===== src/rtl/serial_sub_pkg.sv =====
// Shared definitions for the bit-serial subtractor.
//   state_e      : control FSM states (idle / shifting / result held)
//   DefaultWidth : default operand width
package serial_sub_pkg;

    localparam int unsigned DefaultWidth = 8;

    typedef enum logic [1:0] {
        StIdle = 2'd0,
        StRun  = 2'd1,
        StDone = 2'd2
    } state_e;

endpackage


===== src/rtl/full_subtractor.sv =====
// Combinational one-bit subtractor cell: d = a - b - bin.
// Ports:
//   a, b, bin : minuend bit, subtrahend bit, borrow-in
//   d, bout   : difference bit, borrow-out
module full_subtractor (
    input  logic a,
    input  logic b,
    input  logic bin,
    output logic d,
    output logic bout
);

    assign d    = a ^ b ^ bin;
    // Borrow when b exceeds a, or when the bits are equal and a borrow arrives.
    assign bout = (~a & b) | (~(a ^ b) & bin);

endmodule


===== src/rtl/serial_subtractor.sv =====
// Bit-serial two's-complement subtractor, LSB first, one bit per clock.
// Computes diff = a - b - bin over WIDTH cycles with a borrow flop between cycles.
// Ports:
//   clk, rst            : clock (rising edge), synchronous active-high reset
//   in_valid / in_ready : operand handshake for a, b, bin
//   out_valid/out_ready : result handshake for diff, bout, zero, ovf
//   diff                : a - b - bin modulo 2^WIDTH
//   bout                : final borrow (unsigned a < b + bin)
//   zero                : diff == 0
//   ovf                 : signed overflow of the subtraction
module serial_subtractor
    import serial_sub_pkg::*;
#(
    parameter int unsigned WIDTH = DefaultWidth
) (
    input  logic             clk,
    input  logic             rst,
    input  logic             in_valid,
    output logic             in_ready,
    input  logic [WIDTH-1:0] a,
    input  logic [WIDTH-1:0] b,
    input  logic             bin,
    output logic             out_valid,
    input  logic             out_ready,
    output logic [WIDTH-1:0] diff,
    output logic             bout,
    output logic             zero,
    output logic             ovf
);

    localparam int unsigned CntW = $clog2(WIDTH);

    state_e           r_state;
    state_e           w_state_next;
    logic [WIDTH-1:0] r_a;
    logic [WIDTH-1:0] r_b;
    logic [WIDTH-1:0] r_diff;
    logic [CntW-1:0]  r_cnt;
    logic             r_borrow;
    logic             r_sa;
    logic             r_sb;
    logic             r_zero;
    logic             r_ovf;

    logic             w_d;
    logic             w_bout;
    logic             w_last;
    logic [WIDTH-1:0] w_diff_final;

    full_subtractor u_cell (
        .a    (r_a[0]),
        .b    (r_b[0]),
        .bin  (r_borrow),
        .d    (w_d),
        .bout (w_bout)
    );

    assign w_last       = (r_cnt == CntW'(WIDTH - 1));
    // Value diff takes once the final bit shifts in; flags are computed from it
    // in the same cycle so they are stable for the whole DONE state.
    assign w_diff_final = {w_d, r_diff[WIDTH-1:1]};

    always_comb begin
        w_state_next = r_state;
        case (r_state)
            StIdle:  if (in_valid) w_state_next = StRun;
            StRun:   if (w_last) w_state_next = StDone;
            StDone:  if (out_ready) w_state_next = StIdle;
            default: w_state_next = StIdle;
        endcase
    end

    always_ff @(posedge clk) begin
        if (rst) begin
            r_state  <= StIdle;
            r_a      <= '0;
            r_b      <= '0;
            r_diff   <= '0;
            r_cnt    <= '0;
            r_borrow <= 1'b0;
            r_sa     <= 1'b0;
            r_sb     <= 1'b0;
            r_zero   <= 1'b0;
            r_ovf    <= 1'b0;
        end else begin
            r_state <= w_state_next;
            case (r_state)
                StIdle: begin
                    if (in_valid) begin
                        r_a      <= a;
                        r_b      <= b;
                        r_borrow <= bin;
                        r_cnt    <= '0;
                        r_sa     <= a[WIDTH-1];
                        r_sb     <= b[WIDTH-1];
                    end
                end
                StRun: begin
                    r_a      <= r_a >> 1;
                    r_b      <= r_b >> 1;
                    r_diff   <= w_diff_final;
                    r_borrow <= w_bout;
                    r_cnt    <= r_cnt + CntW'(1);
                    if (w_last) begin
                        r_zero <= (w_diff_final == '0);
                        // w_d is the result sign bit on the final cycle.
                        r_ovf  <= (r_sa != r_sb) && (w_d != r_sa);
                    end
                end
                default: ;
            endcase
        end
    end

    assign in_ready  = (r_state == StIdle);
    assign out_valid = (r_state == StDone);
    assign diff      = r_diff;
    assign bout      = r_borrow;
    assign zero      = r_zero;
    assign ovf       = r_ovf;

endmodule


===== config.mk =====
export PLATFORM = sky130hd
export DESIGN_NAME = serial_subtractor
export DESIGN_NICKNAME = d
export VERILOG_FILES = /design/src/rtl/serial_sub_pkg.sv /design/src/rtl/full_subtractor.sv /design/src/rtl/serial_subtractor.sv
export SDC_FILE = /design/constraint.sdc
export NUM_CORES = 1
export LEC_CHECK = 0
export CORE_MARGIN = 2
export CORE_UTILIZATION = 43
export CTS_CLUSTER_DIAMETER = 60
export CTS_CLUSTER_SIZE = 8
export DETAILED_ROUTE_END_ITERATION = 10
export PLACE_DENSITY = 0.69
export SLEW_MARGIN = 5
export SYNTH_ARGS = -nofsm -noshare
export SYNTH_HDL_FRONTEND = slang
export SYNTH_HIERARCHICAL = 1
export SYNTH_SLANG_ARGS = --single-unit

===== constraint.sdc =====
create_clock -name clk -period 3.15 [get_ports clk]
set_input_delay 0.63 -clock clk [delete_from_list [all_inputs] [get_ports clk]]
set_output_delay 0.63 -clock clk [all_outputs]
set_load 0.02 [all_outputs]

==> results.md <==
- Area delta synth->final: 21.9%
- P_leak: 0.735 nW
- ANT nets after route: 0
- Mapped Cells: 165
- Worst Setup Slack, final: 0.755 ns
- Setup slack on the worst flop-to-flop path: 1.42 ns
- Cell Rows: 22
- CP max stage cell: clkdlybuf4s50_1
- Reg2Reg Depth: 4
- Slew Limit Fails: 0
- HPWL after detailed placement: 2290 um
- First-pass detailed-route iteration total: 5
- Root Driver: clkbuf_8
- Via count: 1255
- Critical path required time: 2.52 ns
- Setup violators final: 0
- FMAX: 0.418 GHz
- Top cells by area, synth: dfxtp_1 41%, mux2i_1 11%, a211oi_2 11%, nor2_2 5.2%, nand2_1 4.3%
- CP Cell Sequence: nor2b_1, clkdlybuf4s50_1
- DP Worst Slack: 0.949 ns
- Critical Path AT: 1.76 ns
- Unrepaired setup endpoints after global routing: no
- Die height: 66.4 um
- Final hold slack: 0.460 ns
- First-pass GRT wire length: 5780 um
- Fill cells: 337
- DRT iter0 DRCs: 42
- Status: completed
- Net count, final: 218
- Critical Path Stages: 2
- Ys async rst share: 0%
- Post-synth top area cell: dfxtp_1
- CTS tree: yes
- Syn. warnings: 6
- Initial Utilization: 45.4%
- Remaining routing DRC violations: 0
- Via density: 5.21
- Crit path time final: 2.39 ns
- VDD IR max: 0.311 mV
- Netlist cell types: 30
- Synth top area share: 40.7%
- Grt ovf: 0
- # diodes: 0
- IO Pins: 34
- Slew Limit Headroom: 49.4%
- Max cap viols: 0
- Cell depth of the worst hold path: 2
- Clock sinks: 34
- Htree depth: 2
- Final wirelength: 3300 um
- Seq cells post-synth: 34
- Worst setup EP type: output port
- Final TNS setup: 0 ns
- CP top delay family: buffers and inverters
- WL/cell: 13.7 um
- Fraction of layout cells with a size suffix above 1: 21.2%
- Clock buffer depth: 2
- EDFF count, synth: 0
- Worst skew pair latency: 0.27 ns
- Worst stage delay on the critical path: 0.64 ns
- Crit Path Category: flip-flop to output port
- Syn nets: 189
- Worst Hold Class: flip-flop to flip-flop
- CTS resizes: 0
- CP Buf/Inv Count: 1
- Setup Buffers After CTS: 0
- Post-CTS Hold Buffers: 0
- Worst Skew: 0.00397 ns
- CP max FO: 12
- Initial antenna violation count: 0
- Worst Tran Pin Value: 0.757 ns
- CTS Buf Count: 5
- Post-synthesis instance area: 1670 sq um
- Placer Congestion: 0.714
- Horiz. Die Dim: 66.4 um
- Avg Synthesized Cell Area: 10.1 sq um
- Core Area: 3690 sq um
- Overall Global Routing Usage: 17.1%
- Fin. Hold Viols: 0
- Input/output buffers: 33
- Power Dens Cells: 462 nW/um^2
- Register area share after synthesis: 40.7%
- Final Cycle Share: 76.0%
- Clock slew at reported path FFs: 0.07 ns
- Largest net degree at the start of global routing: 31
- Vias in the first global route: 1282
- Critical Path Start Type: flip-flop
- Primary FF master, synth: dfxtp_1
- DIE AREA: 4400 sq um
[where the power goes]
part / internal [mW] / switching, mW / total [mW]
combinational: 0.0798 / 0.0806 / 0.160
clock: 0.168 / 0.140 / 0.309
sequential: 0.455 / 0.0187 / 0.474
total: 0.703 / 0.239 / 0.943
[synthesized netlist by cell type, types with 3 or more instances]
library cell  number
dfxtp_1           34
mux2i_1           19
nand2_1           19
a211oi_2          15
a21oi_1           14
nor2_2            14
nor2_1             8
buf_6              4
inv_1              4
nor2b_1            4
buf_1              3
[cell usage in the layout (no fill, tap or decap), types with 2 or more instances in the layout]
cell type and n:
a211oi_2 15, a21oi_1 14, a22oi_1 2, buf_4 2, clkbuf_8 6, clkdlybuf4s50_1 33
dfxtp_1 34, ha_1 2, inv_1 4, mux2i_1 19, nand2_1 19, nand2b_1 2
nand3b_1 2, nor2_1 8, nor2_2 14, nor2b_1 4, nor4_1 2, o22ai_1 2
[path summary, 6_finish.rpt]
kind                            startpoint   endpoint
worst max-delay path            r_state[1]  out_valid
worst min-delay path                  zero       zero
worst max register to register  r_state[0]       bout
worst min register to register        zero       zero
[cells by family after synthesis]
kind of cell | Yosys count | share of synthesized area, %
AO/OA/AOI/OAI | 36 | 18.9
adder cells (fa/ha/maj) | 3 | 2.69
buffers and inverters | 17 | 8.15
flip-flops | 34 | 40.7
multiplexers | 19 | 11.4
AND/OR/NAND/NOR | 56 | 18.2
[worst reg2reg max path, cell delays in order, from the launching register on]
cell,delay (ns)
dfxtp_1,0.44
buf_4,0.36
o21ba_4,0.56
nor2_1,0.10
a211oi_2,0.20
[flip-flops by register name, summed over array words and instances, names as in the netlist]
| signal | count |
|---|---|
| r_sb | 1 |
| diff | 8 |
| r_state | 2 |
| r_a | 8 |
| bout | 1 |
| ovf | 1 |
| zero | 1 |
| r_b | 8 |
| r_cnt | 3 |
| r_sa | 1 |
[metrics by stage]
step	total power [mW]	std cells	instance area (sq um)	util, %
finish	0.943	241	2040	55.3
global route	0.993	241	2040	55.3
CTS	0.953	241	2040	55.3
detailed placement	0.644	235	1960	53.1
global placement	0.636	235	1960	53.1
floorplan	0.604	165	1670	-
[final cells by class]
type | count | area, sq um | area share [%]
sequential | 34 | 681 | 33.4
timing repair buffer | 35 | 345 | 16.9
inverter | 4 | 15.0 | 0.736
tap | 48 | 60.1 | 2.94
multi-input combinational | 114 | 856 | 42.0
clock buffer | 6 | 82.6 | 4.05
[routing by layer]
metal | wire length [um] | up-vias | part of all wire (%) | global-route usage [%]
li1 | - | 623 | - | -
met1 | 1560 | 603 | 47 | 20.6
met2 | 1580 | 25 | 48 | 29.9
met3 | 128 | 4 | 3.9 | 4.09
met4 | 27 | 0 | 0.82 | 5.36
met5 | 0 | - | 0 | 0
Power figures use the tool's default switching activity.
